==> config.mk <==
export PLATFORM = sky130hd
export DESIGN_NAME = instruction_fetch_unit
export DESIGN_NICKNAME = d
export VERILOG_FILES = /design/src/rtl/instruction_fetch_unit.sv
export SDC_FILE = /design/constraint.sdc
export NUM_CORES = 1
export LEC_CHECK = 0
export ABC_CLOCK_PERIOD_IN_PS = 9750
export CORE_UTILIZATION = 50
export DETAILED_ROUTE_END_ITERATION = 12
export PLACE_DENSITY = 0.88
export SYNTH_ARGS = -nofsm -noshare
export SYNTH_HDL_FRONTEND = slang
export SYNTH_SLANG_ARGS = --single-unit
==> constraint.sdc <==
create_clock -name clk -period 9.75 [get_ports clk]
set_clock_uncertainty 0.2 [all_clocks]
set_input_delay 1.95 -clock clk [delete_from_list [all_inputs] [get_ports clk]]
set_output_delay 1.95 -clock clk [all_outputs]
set_load 0.03 [all_outputs]
==> src/rtl/instruction_fetch_unit.sv <==
// Sequential instruction fetcher: walks the PC through instruction memory and
// queues {pc, inst} pairs in a 2-entry in-order buffer, with redirect and fault handling.
module instruction_fetch_unit #(
    parameter int unsigned MEM_BYTES = 16,
    parameter logic [63:0] RESET_PC  = 64'h0
) (
    input  logic        clk,
    input  logic        reset_n,
    input  logic        start,
    input  logic        redirect_valid,
    input  logic [63:0] redirect_pc,
    output logic [63:0] inst_addr,
    input  logic [31:0] inst_data,
    output logic        out_valid,
    input  logic        out_ready,
    output logic [31:0] out_inst,
    output logic [63:0] out_pc,
    output logic        busy,
    output logic        fault
);

    typedef enum logic [1:0] {IDLE, FETCH, DONE, FAULT} state_t;

    state_t      state_q, state_d;
    logic [63:0] pc_q, pc_d;
    logic [1:0]  count_q, count_d;
    logic [63:0] pc0_q, pc0_d, pc1_q, pc1_d;
    logic [31:0] inst0_q, inst0_d, inst1_q, inst1_d;

    logic pop;
    logic push;
    logic flush;
    logic end_of_mem;

    assign inst_addr = pc_q;
    assign out_valid = (count_q != 2'd0);
    assign out_inst  = inst0_q;
    assign out_pc    = pc0_q;
    assign busy      = (state_q == FETCH);
    assign fault     = (state_q == FAULT);

    // Range check in 65 bits so a PC near 2^64 cannot wrap past the limit.
    assign end_of_mem = (({1'b0, pc_q} + 65'd4) > 65'(MEM_BYTES));
    assign pop        = out_valid && out_ready;

    always_comb begin
        state_d = state_q;
        pc_d    = pc_q;
        count_d = count_q;
        pc0_d   = pc0_q;
        pc1_d   = pc1_q;
        inst0_d = inst0_q;
        inst1_d = inst1_q;
        push    = 1'b0;
        flush   = 1'b0;

        if (state_q != FAULT && redirect_valid) begin
            flush = 1'b1;
            if (redirect_pc[1:0] == 2'b00) begin
                pc_d    = redirect_pc;
                state_d = FETCH;
            end else begin
                state_d = FAULT;
            end
        end else begin
            case (state_q)
                IDLE: begin
                    if (start) state_d = FETCH;
                end
                FETCH: begin
                    if (end_of_mem) begin
                        state_d = DONE;
                    end else if (count_q != 2'd2 || pop) begin
                        push = 1'b1;
                        pc_d = pc_q + 64'd4;
                    end
                end
                default: ;
            endcase
        end

        // Slot 0 is always the head; slot 1 holds the younger entry when full.
        if (flush) begin
            count_d = 2'd0;
        end else begin
            case ({push, pop})
                2'b10: begin
                    if (count_q == 2'd0) begin
                        pc0_d   = pc_q;
                        inst0_d = inst_data;
                    end else begin
                        pc1_d   = pc_q;
                        inst1_d = inst_data;
                    end
                    count_d = count_q + 2'd1;
                end
                2'b01: begin
                    pc0_d   = pc1_q;
                    inst0_d = inst1_q;
                    count_d = count_q - 2'd1;
                end
                2'b11: begin
                    if (count_q == 2'd1) begin
                        pc0_d   = pc_q;
                        inst0_d = inst_data;
                    end else begin
                        pc0_d   = pc1_q;
                        inst0_d = inst1_q;
                        pc1_d   = pc_q;
                        inst1_d = inst_data;
                    end
                end
                default: ;
            endcase
        end
    end

    always_ff @(posedge clk or negedge reset_n) begin
        if (!reset_n) begin
            state_q <= IDLE;
            pc_q    <= RESET_PC;
            count_q <= 2'd0;
            pc0_q   <= 64'd0;
            pc1_q   <= 64'd0;
            inst0_q <= 32'd0;
            inst1_q <= 32'd0;
        end else begin
            state_q <= state_d;
            pc_q    <= pc_d;
            count_q <= count_d;
            pc0_q   <= pc0_d;
            pc1_q   <= pc1_d;
            inst0_q <= inst0_d;
            inst1_q <= inst1_d;
        end
    end

endmodule

======== Yosys cells after proc, flatten, opt, wreduce, memory -nomap -nowiden ========
Index checks and enable logic that the tools add are counted.
word-level totals
  register bits ........................... 260
  input bits .............................. 101
operators by class
  add/subtract/negate cells ............... 4
  order comparisons ....................... 1
  equality and inequality tests ........... 15
  multiplexer cells ....................... 29
  bitwise gates (word level) .............. 1
  reduce and logical (&&, ||, !) cells .... 17
operators by type and width
  cell                     count
  $mux W64                 9
  $pmux W64 S3             1
  $mux W32                 4
  $pmux W64 S2             1
  $pmux W32 S3             1
  $add A64 B3 Y65 const B  1
  $gt A65 B5 Y1 const B    1
  $add A64 B3 Y64 const B  1
  $pmux W32 S2             1
  $mux W2                  5
  $ne A2 B2 Y1 const B     5
  $reduce_bool A3 Y1       3
  $pmux W2 S2              2
  $reduce_and A4 Y1        2
  $reduce_bool A2 Y1       4
  $eq A2 B1 Y1 const B     3
  $eq A2 B2 Y1 const B     3
  $logic_not A2 Y1         3
  $reduce_and A3 Y1        2
  $mux W1                  5
  $ne A2 B1 Y1 const B     2
  $ne A3 B1 Y1 const B     1
  $ne A3 B3 Y1 const B     1
  $add A2 B1 Y2 const B    1
  other kinds (4)          5

======== Depth between registers and ports, before layout ========
Gate-level depths: netlist of run 1.
  depth after elaboration ................. 10
  mapped depth ............................ 14
  mapped depth without buffers ............ 10

======== Least setup slack after synthesis of run 1 ========
No wires, ideal clock.
  path type ............................... register to register
  start ................................... reg pc_q[13], in the netlist inst_addr[13]
  end ..................................... reg pc_q[2], in the netlist inst_addr[2]
  arrival ................................. 3.950 ns
  setup slack ............................. 5.474 ns
  cell stages (with the launch flop) ...... 13
  buffers on the path ..................... 3
  clock period less this slack ............ 4.276 ns
  cell sequence ........................... dfrtp_1 buf_2 nand4_2 nor4_1 nand4_1 xnor2_1 or3b_1 or4_4 or2_0 buf_2 o41a_1 buf_6 a221o_1
on the way
  word-level cells in the longest chain between the ends .. 4
ends and longest elaborated chain
  item                         RTL line  RTL
  start, declared              25        logic [63:0] pc_q, pc_d;
  start signal, assigned       129       pc_q <= pc_d;
  $add A64 B3 Y65              43        assign end_of_mem = (({1'b0, pc_q} + 65'd4) > 65'(MEM_BYTES));
  $gt A65 B5 Y1                43
  $ne A2 B1 Y1 (no line)       -
  $reduce_and A4 Y1 (no line)  -
Every way passes these cells.
A chain may end at the register's enable or synchronous reset.

======== Worst setup path in the final report of run 1 ========
  start ................................... in redirect_valid
  end ..................................... reg pc_q[3], in the netlist inst_addr[3]
on the way
  word-level cells in the longest chain between the ends .. 3
  elaborated cells between the ends (all ways) .. 7
ends and longest elaborated chain
  item                                                          RTL line  RTL
  start, declared                                               10        input logic redirect_valid,
  $logic_and A1 B1 Y1 *                                         57        if (state_q != FAULT && redirect_valid) begin
  $ne A2 B1 Y1 (no line) or $reduce_bool A2 Y1 (tied branches)  -
  $reduce_and A4 Y1 (no line)                                   -
Every way passes the cells marked *; elsewhere a longest branch is shown, timed or not.

==> impl_metrics.tcl, run 1 <==
set metrics [dict create \
    clock-root-buffer "clkbuf_16" \
    synth_compound_gate_area_share_pct 13.7 \
    crit_buf_inv 3 \
    yosys_warnings 0 \
    crit_path_end_kind "flip-flop" \
    synthCells 1109 \
    h-tree-depth 1 \
    drive_gt1_share_pct 7.86 \
    fill_cells 1661 \
    synth_top_area_share_pct 55.0 \
    core_sq_um 22900 \
    rows 55 \
    first_global_vias 9744 \
    hp-class "flip-flop to flip-flop" \
    syn_nets 1214 \
    critPathArrivalTime_ps 5890 \
    timing.slew.headroom_pct 18.5 \
    synth_adder_area_share_pct 0.423 \
    outcome "finished clean" \
    fin_cells 1663 \
    via_count 9835 \
    async_reset_ff_share_pct 100 \
    io_pins 264 \
    multi_input_area_sq_um 4660 \
    antenna_found_initial 1 \
    cp_slowest_cell "nand2_1" \
    syn-cell-area_sq_um 11800 \
    drcViolationCount 0 \
    setup.worst_path.start_class "primary input" \
    p_per_area_nw_per_um2 240 \
    ir_worst_vdd_mv 0.188 \
    grt_max_degree 104 \
    hold_violations 0 \
    drt_first_iter_violations 818 \
    port-buffer-count 263 \
    synth-seq-cells 260 \
    cpLargestDelayFamily "simple AND/OR/NAND/NOR gates" \
    fin_setup_tns_ps 0 \
    synth_top_area_cell "dfrtp_1" \
    slew_violations 0 \
    synthMuxAreaShare_pct 4.48 \
    grt_pass1_wl_mm 52.2 \
    period_share_pct 58.2 \
    fin_crit_ps 5670 \
    crit_chain "clkdlybuf4s50_1 > inv_1 > nor2_4 > nand2_1 > o41a_1 > buf_4 > a221o_1" \
    holdWs_ps 274 \
    clk_pin_slew_ps 60 \
    cpPeakStageDelay_ps 1040 \
    rsz0062_at_grt "false" \
    grt_overflow 0 \
    postCtsSetupBuffers 0 \
    synth_simple_gate_area_share_pct 19.4 \
    cp.required_ps 9960 \
    dr.pass1.iters 6 \
    yosysMostFrequentCell "dfrtp_1" \
    place_hpwl_mm 21.7 \
    total_power_w 0.00372 \
    max_freq_mhz 176 \
    routedWlPerCell_um 19.6 \
    criticalPathCategory "primary input to flip-flop" \
    synth_edf_count 0 \
    wl_mm 32.6 \
    die-area_sq_um 24300 \
    gp_congestion 0.975 \
    area_growth_pct 31.3 \
    synth_top_family_by_area "simple AND/OR/NAND/NOR gates" \
    area.sequential_sq_um 6510 \
    die_width_um 156 \
    synthXorXnorAreaFrac_pct 0.963 \
    ys_top_cells_by_area "dfrtp_1, a22o_1, nand2_1" \
    cts_buffers 25 \
    tritoncts "done" \
    place_inst 1617 \
    synthFlopType "dfrtp_1" \
    setup_violations 0 \
    clkLatencyLatePin_ps 530 \
    yosys-top-cells-count "dfrtp_1, nand2_1, inv_1" \
    nets 1436 \
    ant_nets 0 \
    fin_util_pct 67.8 \
    drv_cap 0 \
    initial_core_util_pct 51.6 \
    cts_resized 0 \
    cp_max_fo 50 \
    viasPerCell 5.91 \
    cts_sinks 260 \
    hold_buffers 0 \
    tightest_slew_ps 1220 \
    leakage_nw 7.01 \
    avgSynthCellArea_sq_um 10.7 \
    clk_path_buf_depth 3 \
    synth-seq-area-share_pct 55.0 \
    gr-usage-all-layers_pct 27.0 \
    fp.dieH_um 156 \
    synthDistinctLibCells 64 \
]
==> power by group <==
part           internal [W]  leakage (nW)  switching, W
Sequential          0.00124          3.44      0.000237
Clock              0.000640         0.442      0.000418
Combinational      0.000496          3.13      0.000697
Total               0.00237          7.01       0.00135
==> final timing paths <==
path / startpoint / end / slack, ps / cells after the start
setup reg to reg: inst_addr[4] / inst_addr[3] / 4200 / 10
hold / removal: pc1_q[41] / out_pc[41] / 270 / 1
hold reg to reg: pc1_q[41] / out_pc[41] / 270 / 1
setup / recovery: redirect_valid / inst_addr[3] / 4080 / 7
min in group asynchronous: reset_n / out_pc[37] / 1230 / 1
max in group asynchronous: reset_n / pc1_q[12] / 6520 / 2
==> worst reg2reg max path, stage by stage (launching register included) <==
cell and delay [ps]:
dfrtp_1 500, nand4_1 420, nor4_2 960, nand4_1 330
xnor2_1 210, or3b_1 430, or4_4 530, or2_0 410
o41a_1 770, buf_4 320, a221o_1 350
==> cell families after synthesis <==
| kind of cell | after synthesis |
|---|---|
| mux | 48 |
| buf+inv | 168 |
| simple gates | 416 |
| xor+xnor | 13 |
| compound gates | 200 |
| flops | 260 |
| fa+ha+maj | 4 |
==> state kept, by name (all words and copies together) (netlist names) <==
register and count:
out_inst 32, count_q 2, state_q 2, pc1_q 64
out_pc 64, inst_addr 64, inst1_q 32
==> layout make-up <==
type	count	area share [%]
Clock inverter	19	1.74
Antenna cell	1	0.0161
Sequential cell	260	41.9
Multi-Input combinational cell	681	30.0
Timing Repair Buffer	274	17.5
Tap cell	313	2.52
Inverter	89	2.15
Clock buffer	26	4.12
==> metrics by stage <==
step / area (sq um) / setup WS [ps]
floorplan: 11800 / 5470
CTS: 15500 / 4150
global route: 15500 / 3800
finish: 15500 / 4080
detailed placement: 14600 / 3600
global placement: 14600 / 3700
==> layer usage <==
layer	up-vias	GRT usage [%]	wire length (um)
li1	4459	-	-
met1	4915	38.1	14300
met2	393	42.9	15200
met3	68	4.53	2100
met4	0	7.75	936
met5	-	0	0
==> cell usage in the layout, fill, tap and decap left out, types with 35 or more instances in the layout <==
master           netlist  final
a22o_1                84     84
a221oi_1              39     39
and2_1                64     64
nor4_1                55     54
nand2_1              116    116
nand3_1               35     35
clkdlybuf4s50_1        0    262
inv_1                 89     89
dfrtp_1              260    260
Power figures use the tool's default switching activity.
==> inputs of run 2 (changes only) <==
--- a/config.mk
+++ b/config.mk
@@ -5,7 +5,7 @@
 export SDC_FILE = /design/constraint.sdc
 export NUM_CORES = 1
 export LEC_CHECK = 0
-export ABC_CLOCK_PERIOD_IN_PS = 9750
+export ABC_CLOCK_PERIOD_IN_PS = 5300
 export CORE_UTILIZATION = 50
 export DETAILED_ROUTE_END_ITERATION = 12
 export PLACE_DENSITY = 0.88
==> constraint.sdc (replaced) <==
create_clock -name clk -period 5.3 [get_ports clk]
set_clock_uncertainty 0.2 [all_clocks]
set_input_delay 1.06 -clock clk [delete_from_list [all_inputs] [get_ports clk]]
set_output_delay 1.06 -clock clk [all_outputs]
set_load 0.03 [all_outputs]
==> impl_metrics.tcl, run 2 (synthesis results as in run 1) <==
set metrics [dict create \
    critPathArrivalTime_ps 5210 \
    gp_congestion 0.995 \
    period_share_pct 94.2 \
    drcViolationCount 0 \
    grt_max_degree 136 \
    antenna_found_initial 0 \
    routedWlPerCell_um 20.3 \
    cts_sinks 260 \
    drive_gt1_share_pct 9.04 \
    rows 55 \
    setup_ws_ps 309 \
    crit_chain "ha_1 > nand2_1 > or4_1 > nor4_1 > buf_4 > mux2_2 > a21oi_1 > nand3_1 > or4_1 > a2bb2oi_4 > buf_4 > a221oi_1" \
    area_growth_pct 32.9 \
    max_freq_mhz 200 \
    ant_nets 0 \
    timing.slew.headroom_pct 34.3 \
    cp_slowest_cell "or4_1" \
    die-area_sq_um 24300 \
    cts_buffers 26 \
    postCtsSetupBuffers 0 \
    gr-max-usage-layer "met2" \
    crit_buf_inv 2 \
    final_common_cell "clkdlybuf4s50_1" \
    drv_cap 0 \
    ir_worst_vdd_mv 0.337 \
    use_met3_pct 4.31 \
    first_global_vias 9877 \
    cts_resized 0 \
    setup_violations 0 \
    p_per_area_nw_per_um2 439 \
    viasPerCell 5.97 \
    dpl_cell_area_sq_um 14800 \
    tritoncts "done" \
    leakage_nw 7.13 \
    pre_cts_ws_ps 406 \
    clk_pin_slew_ps 60 \
    fp.dieH_um 156 \
    grtUsageMet1_pct 41.0 \
    nets 1458 \
    setup.worst_path.start_class "flip-flop" \
    h-tree-depth 1 \
    hold_violations 0 \
    clk_path_buf_depth 3 \
    initial_core_util_pct 51.6 \
    gr-usage-all-layers_pct 28.6 \
    grt_overflow 0 \
    outcome "finished clean" \
    crit_path_end_kind "flip-flop" \
    fin_setup_tns_ps 0 \
    mostFrequentLayoutCells "clkdlybuf4s50_1, dfrtp_1, nand2_1, inv_1, a22o_1" \
    die_width_um 156 \
    wl_mm 34.3 \
    fin_util_pct 68.6 \
    cpLargestDelayFamily "simple AND/OR/NAND/NOR gates" \
    via_count 10055 \
    clock-root-buffer "clkbuf_16" \
    core_sq_um 22900 \
    hp-class "flip-flop to flip-flop" \
    io_pins 264 \
    tightest_slew_ps 985 \
    port-buffer-count 263 \
    diodes 0 \
    cpPeakStageDelay_ps 560 \
    holdWs_ps 287 \
    drt_first_iter_violations 939 \
    dr.pass1.iters 6 \
    place_hpwl_mm 23.2 \
    hold_buffers 0 \
    cp_max_fo 36 \
    criticalPathCategory "flip-flop to flip-flop" \
    grt_use_met2_pct 44.6 \
    rsz0062_at_grt "false" \
    grt_pass1_wl_mm 55.0 \
    stdcell_area_sq_um 15700 \
    clkLatencyLatePin_ps 540 \
    fin_crit_ps 4990 \
    cp.required_ps 5520 \
    slew_violations 0 \
]
==> run 2: cell types whose count changed in the layout (fill, tap and decap cells not counted), sizes merged <==
cell,before,now
buf,12,33
clkbuf,26,36
clkinvlp,4,0
bufinv,6,4
clkinv,8,7
diode,1,0
inv,90,89
==> run 2: power by group <==
part           switching [W]  internal, W  leakage, nW
clock network       0.000774      0.00117        0.449
logic                0.00134     0.000941         3.24
registers           0.000411      0.00227         3.44
==> run 2: path summary, 6_finish.rpt <==
path	from	to	slack [ps]	cells past startpoint
hold reg to reg	pc1_q[53]	pc1_q[53]	290	1
setup reg to reg	inst_addr[3]	out_inst[29]	310	12
max in group asynchronous	reset_n	pc1_q[30]	3330	2
min in group asynchronous	reset_n	pc1_q[16]	410	1
setup / recovery	inst_addr[3]	out_inst[29]	310	12
hold / removal	pc1_q[53]	pc1_q[53]	290	1
==> run 2: through the flow <==
| step | total power [W] | instances |
|---|---|---|
| final | 0.00691 | 1685 |
| after global routing | 0.00720 | 1685 |
| after CTS | 0.00692 | 1685 |
| after detailed placement | 0.00497 | 1638 |
| after global placement | 0.00493 | 1638 |
| after floorplan | 0.00393 | 1109 |
==> run 2: layout make-up <==
type	instances	area, sq um
Clock inverter	11	166
Tap cell	313	392
Clock buffer	36	738
Timing Repair Buffer	295	2920
Multi-Input combinational cell	681	4660
Inverter	89	334
Sequential cell	260	6510
Fill cell	1677	7200
==> run 2: routing by layer <==
| layer | vias up | routed length, um |
|---|---|---|
| li1 | 4516 | - |
| met1 | 4964 | 14700 |
| met2 | 486 | 15800 |
| met3 | 89 | 2580 |
| met4 | 0 | 1190 |
| met5 | - | 0 |
==> RTL edit (flow settings as in run 2) <==
Encoding of `state_t`: now one-hot (4 bits for 4 states).
--- a/src/rtl/instruction_fetch_unit.sv
+++ b/src/rtl/instruction_fetch_unit.sv
@@ -20,5 +20,5 @@
 );
 
-    typedef enum logic [1:0] {IDLE, FETCH, DONE, FAULT} state_t;
+    typedef enum logic [3:0] {IDLE = 4'b0001, FETCH = 4'b0010, DONE = 4'b0100, FAULT = 4'b1000} state_t;
 
     state_t      state_q, state_d;
Behaviour: same outputs for any inputs over 4 cycles, from zero or initial values and one cycle with reset_n low; so few cycles prove little.
==> RTL edit against run 2 <==
Final cell count up 9.3%; global-route usage up 3.7 points; cell area up 8.1%; wire length up 25%; area after synthesis up 10%; via count up 20%; sequential cell count up 2; setup slack better by 0.33 ns; largest cell class unchanged.
Power is not compared: it rests on default switching activity, and its combinational part moved more than twofold at a synthesized area within 25%.
==> RTL edit: results (changes against run 2) <==
Parameter                              Value

Clock tree
  Resized Gates After CTS ... 0 (unchanged)
  Number of buffers inserted to repair setup after CTS ... 0 (unchanged)
  Number of buffers added by the clock tree synthesis step ... 28 (+7.7%)
  Clock latency reported for the late side of the worst-skew pair ... between 0.5 and 0.6 ns
  Maximum clock path buffer count ... 3 (unchanged)
  Cell at the root of the clock tree ... sky130_fd_sc_hd__clkbuf_16

Setup path
  Endpoint of the lowest-slack register-to-register path ... out_pc[61]$_DFFE_PN0P_
  Arrival time at the worst endpoint ... 4.94 ns (-0.27 ns)
  Maximum net fanout on the critical path ... 59 (+64%)
  CP max stage cell ... sky130_fd_sc_hd__nor4_1
  Peak per-stage delay on the critical path ... 0.58 ns (+0.02 ns)
  Number of cells on the worst reg-to-reg path ... 11 (-1)
  Worst R2R Setup Slack ... 0.64 ns (+0.33 ns)
  R2r startpoint ... inst_addr[2]$_DFFE_PN0P_

Hold path
  Hold-critical path endpoint ... pc1_q[50]$_DFFE_PN0P_
  Hold Path Origin ... pc1_q[50]$_DFFE_PN0P_
  Path class of the lowest-slack min-delay path ... flip-flop to flip-flop

Logic synthesis
  Sequential cell area fraction in the yosys report ... 50.41% (-4.6 points)
  Number of distinct library cell variants in the gate-level netlist after synthesis ... 61 (-4.7%)
  Net count of the mapped netlist ... 1,377 (+13%)
  Post-synth top cells ... sky130_fd_sc_hd__dfrtp_1, sky130_fd_sc_hd__o221a_2, sky130_fd_sc_hd__o21ai_0, sky130_fd_sc_hd__clkbuf_1, sky130_fd_sc_hd__and2_1
  Total of warnings raised by yosys ... 0 (unchanged)
  Dominant cells by area after synthesis ... sky130_fd_sc_hd__dfrtp_1, sky130_fd_sc_hd__o221a_2, sky130_fd_sc_hd__mux2_2

Global routing
  Pin count of the biggest net entering global routing ... 132 (-2.9%)
  Total Routing Usage GR ... 32.39% (+3.7 points)
  Met3 usage ... 5.130% (+0.82 points)
  GR met1 Demand/Resource ... 44.39% (+3.4 points)
  First-pass GRT wire length ... 67.93 mm (+24%)
  Initial antenna violation count ... 0 (unchanged)
  Number of global-route vias before repair ... 11,857 (+20%)
  Met2 Usage GRT ... 50.81% (+6.2 points)

Placement
  Number of buffers added on ports ... 263 (unchanged)
  Placer Congestion ... 1.016 (+2.1%)
  HPWL Detailed ... 29.04 mm (+25%)

Timing
  Min Hold Slack ... 0.2871 ns (+0.0002730 ns)
  Worst slew slack as a fraction of its limit ... 33.58% (-0.72 points)

Status
  Run status ... finished, final reports clean

Layout
  Antenna fix cells ... 0 (unchanged)
  Final layout net count ... 1,597 (+9.5%)
  FILL cells ... 1,911 (+14%)
  Share of final-layout standard cells stronger than drive strength 1 ... 16.55% (+7.5 points)

Drt
  Final routed wirelength across all metal layers ... 42.87 mm (+25%)
  Avg Vias per Cell ... 6.580 (+10%)
  Iteration count of the initial detailed-routing pass ... 5 (-1)
  First-iteration detailed-routing DRC count ... 1,724 (+84%)

Pwr
  Worst IR Drop VDD ... 0.4392 mV
  Leakage power ... roughly 7.0 nW
-- RTL edit: cell count changes in the layout (fill, tap and decap cells not counted), sizes merged, moves of 28 or more --
cell / delta
a221oi: -38
inv: -79
o221a: +96
a22o: -84
nor4: -28
a21oi: +48
nand2: -50
nor2: +40
nand3: +32
nor3: +32
o21ai: +56
-- RTL edit: worst max-delay path by stage --
stage	slack [ns]	cells past startpoint	endpoint	from
6_report	0.64	11	out_pc[61]$_DFFE_PN0P_	inst_addr[2]$_DFFE_PN0P_
5_1_grt	0.42	11	out_pc[12]$_DFFE_PN0P_	inst_addr[4]$_DFFE_PN0P_
4_1_cts	0.67	11	out_pc[20]$_DFFE_PN0P_	inst_addr[2]$_DFFE_PN0P_
3_5_place_dp	0.72	11	out_pc[12]$_DFFE_PN0P_	inst_addr[2]$_DFFE_PN0P_
3_3_place_gp	0.86	12	out_pc[61]$_DFFE_PN0P_	inst_addr[2]$_DFFE_PN0P_
2_1_floorplan	1.07	13	out_pc[52]$_DFFE_PN0P_	inst_addr[2]$_DFFE_PN0P_
-- RTL edit: cell type report --
type,instances,area share (%)
repair buffers,304,17.86
well taps,330,2.431
clock buffers,38,4.701
multi-input cells,887,35.27
flip-flops and latches,262,38.61
inverters,9,0.1989
clock inverters,11,0.9283
-- RTL edit: power by group through the flow --
stage | clock network (mW) | registers [mW] | logic, mW
4_1_cts | 2.04 | 3.42 | 5.27
2_1_floorplan | 0 | 4.27 | 2.17
3_5_place_dp | 0 | 3.43 | 5.23
3_3_place_gp | 0 | 3.40 | 5.13
5_1_grt | 2.12 | 3.53 | 5.61
6_report | 2.02 | 3.45 | 5.30
-- RTL edit: per-layer routing --
| layer | wire (microns) | vias to the layer above | part of all wire, % |
|---|---|---|---|
| met5 | 0 | - | 0 |
| met4 | 2003 | 0 | 4.7 |
| met3 | 3594 | 134 | 8.4 |
| met2 | 19890 | 688 | 46 |
| met1 | 17380 | 6011 | 41 |
| li1 | - | 5280 | - |
-- RTL edit: metrics by stage --
step	util, %	cell area, sq um	cells	setup slack [ns]
global route	67.05	16980	1841	0.4220
detailed placement	63.28	16030	1792	0.7238
floorplan	-	13010	1272	1.070
CTS	67.05	16980	1841	0.6715
finish	67.05	16980	1841	0.6392
global placement	63.28	16030	1792	0.8551
-- RTL edit: logic make-up after synthesis --
family	after synthesis	share of synthesized area, %
buf+inv	123	3.934
mux	56	4.761
xor+xnor	18	1.212
compound gates	328	19.05
fa+ha+maj	4	0.3847
simple gates	481	20.25
flops	262	50.41
-- RTL edit: critical path: cells and delay by family, from the launching register on --
kind	cells	cell delay, ns
adders and majority gates	1	0.29
DFF	1	0.49
AOI/OAI and AO/OA	3	0.72
and+or+nand+nor	6	2.56
buffers and inverters	1	0.32
